===== config.mk =====
export PLATFORM = sky130hd
export DESIGN_NAME = i2s_tdm_clkgen
export DESIGN_NICKNAME = d
export VERILOG_FILES = /design/src/rtl/i2s_tdm_clkgen.sv
export SDC_FILE = /design/constraint.sdc
export NUM_CORES = 1
export LEC_CHECK = 0
export ABC_AREA = 1
export CELL_PAD_IN_SITES_DETAIL_PLACEMENT = 1
export CELL_PAD_IN_SITES_GLOBAL_PLACEMENT = 2
export CORE_AREA = 2 2 145 147
export CTS_CLUSTER_DIAMETER = 30
export DETAILED_ROUTE_END_ITERATION = 12
export DIE_AREA = 0 0 147 149
export GPL_ROUTABILITY_DRIVEN = 0
export PLACE_DENSITY = 0.79
export SLEW_MARGIN = 5
export SYNTH_ARGS = -nofsm -noshare
export SYNTH_HDL_FRONTEND = slang
export SYNTH_SLANG_ARGS = --single-unit
export TNS_END_PERCENT = 10

===== constraint.sdc =====
create_clock -name clk_i -period 7 [get_ports clk_i]
set_clock_uncertainty 0.1 [all_clocks]
set_input_delay 0.7 -clock clk_i [delete_from_list [all_inputs] [get_ports clk_i]]
set_output_delay 0.7 -clock clk_i [all_outputs]
set_load 0.02 [all_outputs]

===== src/rtl/i2s_tdm_clkgen.sv =====
// I2S/TDM bit-clock and frame-sync generator: divided SCK, WS in four sync modes,
// per-edge strobes and frame position, with frame-boundary config latching and graceful stop.
module i2s_tdm_clkgen #(
   parameter  int DIV_WIDTH     = 16,
   parameter  int SLOT_BITS_MAX = 32,
   parameter  int SLOTS_MAX     = 8,
   localparam int SBW           = $clog2(SLOT_BITS_MAX),
   localparam int SLW           = $clog2(SLOTS_MAX)
) (
   input  logic                 clk_i,
   input  logic                 rst_i,
   input  logic                 en_i,
   input  logic                 pol_i,
   input  logic                 ws_pol_i,
   input  logic [1:0]           mode_i,
   input  logic [DIV_WIDTH-1:0] div_i,
   input  logic [SBW-1:0]       slot_bits_i,
   input  logic [SLW-1:0]       slots_i,
   output logic                 sck_o,
   output logic                 ws_o,
   output logic                 sample_o,
   output logic                 launch_o,
   output logic                 frame_start_o,
   output logic [SLW-1:0]       slot_o,
   output logic [SBW-1:0]       bit_o,
   output logic                 busy_o
);

   localparam int PW = SBW + SLW + 1;

   localparam logic [1:0] IDLE = 2'd0;
   localparam logic [1:0] RUN  = 2'd1;
   localparam logic [1:0] STOP = 2'd2;

   logic [1:0]           state;
   logic [DIV_WIDTH-1:0] cnt, div_q;
   logic [1:0]           mode_q;
   logic [SBW-1:0]       sb_q, nxt_bit;
   logic [SLW-1:0]       sl_q, nxt_slot;
   logic                 pol_q, last, ws_nxt, ws_first;

   // Raw frame-sync level for a position given as (slot, bit) under a config.
   function automatic logic ws_raw(input logic [1:0] m, input logic [SLW-1:0] s,
                                   input logic [SBW-1:0] b, input logic [SBW-1:0] sb,
                                   input logic [SLW-1:0] sl);
      logic [PW-1:0] len, p, f, pn;
      len = PW'(sb) + PW'(1);
      p   = PW'(s) * len + PW'(sb - b);
      f   = (PW'(sl) + PW'(1)) * len;
      pn  = (p + PW'(1) == f) ? '0 : p + PW'(1);
      case (m)
         2'b00:   ws_raw = pn >= (f >> 1);
         2'b01:   ws_raw = p >= (f >> 1);
         2'b10:   ws_raw = p == f - PW'(1);
         default: ws_raw = p < len;
      endcase
   endfunction

   always_comb begin
      last     = (bit_o == '0) && (slot_o == sl_q);
      nxt_bit  = (bit_o == '0) ? sb_q : bit_o - SBW'(1);
      nxt_slot = (bit_o == '0) ? slot_o + SLW'(1) : slot_o;
      ws_nxt   = ws_pol_i ^ ws_raw(mode_q, nxt_slot, nxt_bit, sb_q, sl_q);
      // Position 0 of a frame that starts with the live inputs as its config.
      ws_first = ws_pol_i ^ ws_raw(mode_i, '0, slot_bits_i, slot_bits_i, slots_i);
   end

   always_ff @(posedge clk_i) begin
      if (rst_i) begin
         state         <= IDLE;
         cnt           <= '0;
         div_q         <= '0;
         mode_q        <= '0;
         sb_q          <= '0;
         sl_q          <= '0;
         pol_q         <= 1'b0;
         sck_o         <= 1'b0;
         ws_o          <= 1'b0;
         sample_o      <= 1'b0;
         launch_o      <= 1'b0;
         frame_start_o <= 1'b0;
         slot_o        <= '0;
         bit_o         <= '0;
         busy_o        <= 1'b0;
      end else begin
         sample_o      <= 1'b0;
         launch_o      <= 1'b0;
         frame_start_o <= 1'b0;
         if (state == IDLE) begin
            sck_o  <= pol_i;
            ws_o   <= ws_pol_i;
            slot_o <= '0;
            bit_o  <= slot_bits_i;
            if (en_i) begin
               state         <= RUN;
               busy_o        <= 1'b1;
               frame_start_o <= 1'b1;
               ws_o          <= ws_first;
               cnt           <= div_i;
               div_q         <= div_i;
               mode_q        <= mode_i;
               sb_q          <= slot_bits_i;
               sl_q          <= slots_i;
               pol_q         <= pol_i;
            end
         end else begin
            state <= en_i ? RUN : STOP;
            if (cnt != '0) begin
               cnt <= cnt - DIV_WIDTH'(1);
            end else if (sck_o == pol_q) begin
               cnt      <= div_q;
               sck_o    <= ~pol_q;
               sample_o <= 1'b1;
            end else begin
               launch_o <= 1'b1;
               if (!last) begin
                  cnt    <= div_q;
                  sck_o  <= pol_q;
                  slot_o <= nxt_slot;
                  bit_o  <= nxt_bit;
                  ws_o   <= ws_nxt;
               end else if (state == STOP && !en_i) begin
                  // Last bit of the frame while stopping: settle straight into idle levels.
                  state  <= IDLE;
                  busy_o <= 1'b0;
                  cnt    <= '0;
                  sck_o  <= pol_i;
                  ws_o   <= ws_pol_i;
                  slot_o <= '0;
                  bit_o  <= slot_bits_i;
               end else begin
                  frame_start_o <= 1'b1;
                  cnt           <= div_i;
                  div_q         <= div_i;
                  mode_q        <= mode_i;
                  sb_q          <= slot_bits_i;
                  sl_q          <= slots_i;
                  pol_q         <= pol_i;
                  sck_o         <= pol_i;
                  ws_o          <= ws_first;
                  slot_o        <= '0;
                  bit_o         <= slot_bits_i;
               end
            end
         end
      end
   end

endmodule


### After elaboration in Yosys (flattened, before gate mapping)

Cells that the tools add are included.

* register bits: 59
* output and inout bits: 14

* add/sub/neg operators: 14
* equal/unequal tests: 15
* magnitude comparators: 6
* multiplexer cells: 77
* bitwise operators: 5
* $mul: 3
* reduce and logical (&&, ||, !) cells: 16

Operators with widths (number)
* $mux 16: 11
* $mux 5: 11
* $eq 9x9->1: 4
* $ge 9x8->1: 4
* $mux 1: 30
* $mux 2: 13
* $mux 3: 8
* $lt 9x6->1: 2
* $mul 4x6->9: 2
* $mux 9: 2
* $sub 9x1->9 const B: 2
* $reduce_bool 16->1: 1
* $sub 16x1->16 const B: 1
* $add 5x1->6 const B: 2
* $sub 5x5->6: 2
* $reduce_and 5->1: 2
* $add 9x1->9 const B: 1
* $add 9x9->9: 1
* $mul 3x6->9: 1
* $add 3x1->4 const B: 2
* $ne 2x2->1 const B: 4
* $add 6x2->7 const B: 1
* $eq 2x2->1 const B: 3
* $logic_not 2->1: 3
* 15 further kinds: 23

### Longest topological paths before layout

* depth in word-level cells: 14
* gate-level depth with buffers: 49
* mapped depth without buffers: 48

### Least setup slack after synthesis

OpenSTA, ideal clock, no wires.

* path type: register to register
* from: reg bit_o[0]
* to: reg ws_o
* slack: 0.840 ns
* required time: 6.781 ns
* clock period less this slack: 6.160 ns
* path buffers: 1
* stages on the path, launching flop included: 43
* arrival time: 5.941 ns
* cells stage by stage: dfxtp_1 inv_1 ha_1 nand3_2 clkbuf_1 nand2_1 o21ai_0 ha_1 inv_1 ha_1 or2_2 xor2_1 fa_1 inv_1 fa_1 nand2_1 nor2_1 nand3_1 [... 7 more ...] nand4_1 nand2_1 inv_1 ha_1 a21boi_0 o21ai_0 nand2_1 a21o_1 a21oi_1 o21ai_0 a21oi_1 nand2_1 nand2_1 nand2_1 nand2_1 nand2_1 nand3_1 a21oi_1

* longest elaborated chain between the ends: 14
* elaborated cells between the ends (all ways): 21
* classes of those cells: add/sub: 4; mul: 1; order compare: 3; eq/ne: 2; mux: 8; bitwise: 1; reduce/logical: 2

RTL lines
* start: declaration: RTL line 25 `output logic [SBW-1:0] bit_o,`
* start signal: assignment: RTL line 93 `bit_o <= slot_bits_i;`
* start signal: assignment: RTL line 120 `bit_o <= nxt_bit;`
* start signal: assignment: RTL line 130 `bit_o <= slot_bits_i;`
* $logic_not 5->1 / $sub 5x1->5 (equally long branches): RTL line 60, 61, 62
* $mux 3 / $mux 5 (equally long branches): RTL line 62, 61
* $mul 3x6->9 / $sub 5x5->6 (equally long branches): RTL line 48 `p = PW'(s) * len + PW'(sb - b);`
* $add 9x9->9: RTL line 48
* $add 9x1->9: RTL line 50 `pn = (p + PW'(1) == f) ? '0 : p + PW'(1);`
* $eq 9x9->1: RTL line 50
* $mux 9: RTL line 50
* $ge 9x8->1: RTL line 52 `2'b00: ws_raw = pn >= (f >> 1);`
* $pmux 1 s3: RTL line 51 `case (m)`
* $xor 1x1->1: RTL line 63 `ws_nxt = ws_pol_i ^ ws_raw(mode_q, nxt_slot, nxt_bit, sb_q, sl_q);`
* $mux 1 *: RTL line 116 `if (!last) begin`
* $mux 1 *: RTL line 110 `end else if (sck_o == pol_q) begin`
* $mux 1 *: RTL line 108 `if (cnt != '0) begin`
* $mux 1 *: RTL line 89 `if (state == IDLE) begin`
* end signal: assignment: RTL line 91 `ws_o <= ws_pol_i;`
* end signal: assignment: RTL line 98 `ws_o <= ws_first;`
* end signal: assignment: RTL line 121 `ws_o <= ws_nxt;`
* end: declaration: RTL line 20 `output logic ws_o,`

Mark *: on every way between the ends. The rest lies on a longest branch, timed or not. The select of a mux whose other input is x is not followed.
A chain may end at the register's enable or synchronous reset.

### Worst setup path in the final report

* from: reg bit_o[1]
* to: reg ws_o

The elaborated chain is that of the path after synthesis.

==> summary.md <==
| Metric | Value |
|---|---|
| Status | `complete, no violations` |
| DRT antenna net count | `0` |
| Commonest non-fill, non-tap cell in the layout | `nand2_1` |
| Worst Path Buf+Inv | `3` |
| Synth Cell Area | `6852 sq um` |
| PortBufs | `44` |
| Slowest CP cell | `fa_2` |
| Share of flip-flops with an asynchronous set or reset | `0%` |
| HP Class | `flop to flop` |
| Num CTS Buffers | `9` |
| HPWL Detailed | `17.25 mm` |
| Post-synth EDFFs | `0` |
| Max-cap viol count | `0` |
| Req. time, crit path | `7.15 ns` |
| Initial antenna violation count | `0` |
| CP dominant cell by count | `nand2_1` |
| Post-synth net total | `1192` |
| Fin nets | `1238` |
| TritonRoute pass-1 iters | `4` |
| DRC Markers | `0` |
| PwrDens | `323.5 nW/um^2` |
| Via count | `6880` |
| Slew @ Worst Pin | `1.054 ns` |
| Final setup viols | `0` |
| Leakage power | `3.873 nW` |
| CTS tree | `yes` |
| Critical Path Start Type | `flop` |
| DRT Wirelength | `21.47 mm` |
| Crit end category | `flop` |
| Yosys synthesis warning count | `0` |
| Clock Sinks | `59` |
| Number of synthesized register bits | `59` |
| Fmax | `158.7 MHz` |
| Largest net degree at the start of global routing | `32` |
| Drt first-iter violations | `219` |
| Most frequent cells in the layout | `nand2_1 (229), nor2_1 (157), inv_1 (149)` |
| Vias in the first global route | `7131` |
| RSZ-0062 raised after global routing | `false` |
| Fin. Hold Viols | `0` |
| FP Rows | `53` |
| Initial core utilization | `33.33%` |
| Area of the core | `20560 sq um` |
| Sequential area share after synthesis | `17.24%` |
| Clock transition at path regs | `0.05 ns` |
| Slew margin rel. | `29.63%` |
| Vias per cell | `4.953` |
| H-tree Lvls | `3` |
| Clk_lat worst skew | `0.33 ns` |
| Setup CP Type | `flop to flop` |
| Post-Layout Cell Count | `1389` |
| CTS root buffer | `clkbuf_16` |
| Mapped Cells | `1065` |
| Primary FF master, synth | `dfxtp_1` |
| Worst-path fanout max | `16` |
| Post-layout min period | `6.300 ns` |
| Max-slew violations | `0` |
| Ports | `45` |
| Drt wl/cell | `15.46 microns` |
| Peak supply drop | `0.1516 mV` |
| N_diodes | `0` |
| Syn avg cell area | `6.433 sq um` |
| Layout cells sized above 1 | `6.732%` |
| First-pass GRT wire length | `35.78 mm` |
| Die area | `21900 sq um` |
| Setup TNS | `0 ns` |
| Top Family by Delay on Critical Path | `adder cells` |
| CTS Buffer Depth | `2` |
| CP max stage delay | `0.62 ns` |
| Synth unique cells | `49` |
| CTS Hold Bufs | `0` |
| Period Utilization, post-route | `90.00%` |
| Placed cell count | `1372` |
| Die W | `147 microns` |
| Area delta synth->final | `15.85%` |
| Overflow after GRT | `0` |
| GRT Resource Usage Total | `20.16%` |
| Chip Height | `149 microns` |
| CP arrival | `6.45 ns` |
[metal layers]
| layer | global-route usage [%] | share of wire [%] | wire [microns] | up-vias |
|---|---|---|---|---|
| met3 | 1.529 | 1.4 | 310 | 18 |
| met4 | 4.856 | 1.5 | 314 | 0 |
| met1 | 25.61 | 48 | 10250 | 3258 |
| met2 | 37.21 | 49 | 10600 | 57 |
| met5 | 0 | 0 | 0 | - |
| li1 | - | - | - | 3547 |
[worst paths after layout]
check / cells after the start / slack (ns) / start / end
worst max-delay path: 34 / 0.70 / bit_o[1] / ws_o
worst min-delay path: 2 / 0.36 / div_q[13] / div_q[13]
worst max register to register: 34 / 0.70 / bit_o[1] / ws_o
worst min register to register: 2 / 0.36 / div_q[13] / div_q[13]
[power by group]
part | internal, mW | switching (mW) | leakage [nW]
registers | 0.372 | 0.0415 | 0.487
clock network | 0.280 | 0.153 | 0.141
logic | 0.664 | 1.06 | 3.24
total | 1.32 | 1.25 | 3.87
[cell usage after synthesis (3+ instances only)]
library cell | instances | area (sq um)
nor2_1 | 159 | 596.8
xor2_1 | 24 | 210.2
nand4_1 | 18 | 112.6
xnor2_1 | 9 | 78.83
a211oi_1 | 6 | 45.04
a21oi_2 | 9 | 78.83
nor4_1 | 4 | 25.02
nor3_1 | 9 | 45.04
fa_1 | 27 | 540.5
a31oi_1 | 19 | 118.9
a22oi_1 | 3 | 22.52
dfxtp_1 | 59 | 1181
nand3_1 | 60 | 300.3
inv_2 | 17 | 63.81
inv_1 | 149 | 559.3
ha_1 | 69 | 863.3
o21ai_0 | 39 | 195.2
o211ai_1 | 5 | 37.54
nand3b_1 | 8 | 60.06
o21a_1 | 6 | 45.04
nand2_1 | 230 | 863.3
clkbuf_1 | 12 | 45.04
a21oi_1 | 46 | 230.2
o221ai_1 | 3 | 26.28
nand3_2 | 3 | 30.03
buf_2 | 7 | 35.03
o21ai_1 | 36 | 180.2
[what timing repair did]
action / CTS / global route
setup buffers: 0 / 3
resized for setup: 0 / 8
endpoints found under the setup margin: 0 / 1
[metrics by stage]
step                hold WS [ns]  total power, mW  cell area (sq um)  util, %  setup slack, ns
finish                    0.3598            2.568               7938    38.61           0.7003
detailed placement        0.3447            2.131               7604    36.99           0.2883
global placement          0.3397            2.097               7604    36.99           0.5424
global route              0.3707            2.871               7938    38.61          0.03748
floorplan                 0.3254            1.663               6852        -           0.8398
CTS                       0.3524            2.574               7886    38.36           0.2926
[cell families after synthesis]
group / count (synthesis) / share of synthesized area (%)
and+or+nand+nor: 505 / 31.83
buffers and inverters: 192 / 11.01
AOI/OAI and AO/OA: 180 / 15.21
adders and majority gates: 96 / 20.49
DFF: 59 / 17.24
xor gates and xnor gates: 33 / 4.218
[area by class of cell]
class | instances | area [sq um]
Inverter | 170 | 644.4
Clock inverter | 3 | 40.04
Multi-Input combinational cell | 814 | 4947
Clock buffer | 11 | 242.7
Fill cell | 2693 | 12620
Sequential cell | 59 | 1181
Tap cell | 275 | 344.1
Timing Repair Buffer | 57 | 538.0
[tightest hold or removal path: stages (launching register included)]
cell and delay, ns:
dfxtp_1 0.30, inv_1 0.06, a21oi_1 0.05
[state kept, by name, summed over array words and instances, names as in the netlist, 2 cells and up]
register,cells
sl_q,3
slot_o,3
bit_o,5
sb_q,5
mode_q,2
div_q,16
state,2
cnt,16
Note: power is estimated with default switching activity, not from simulation.
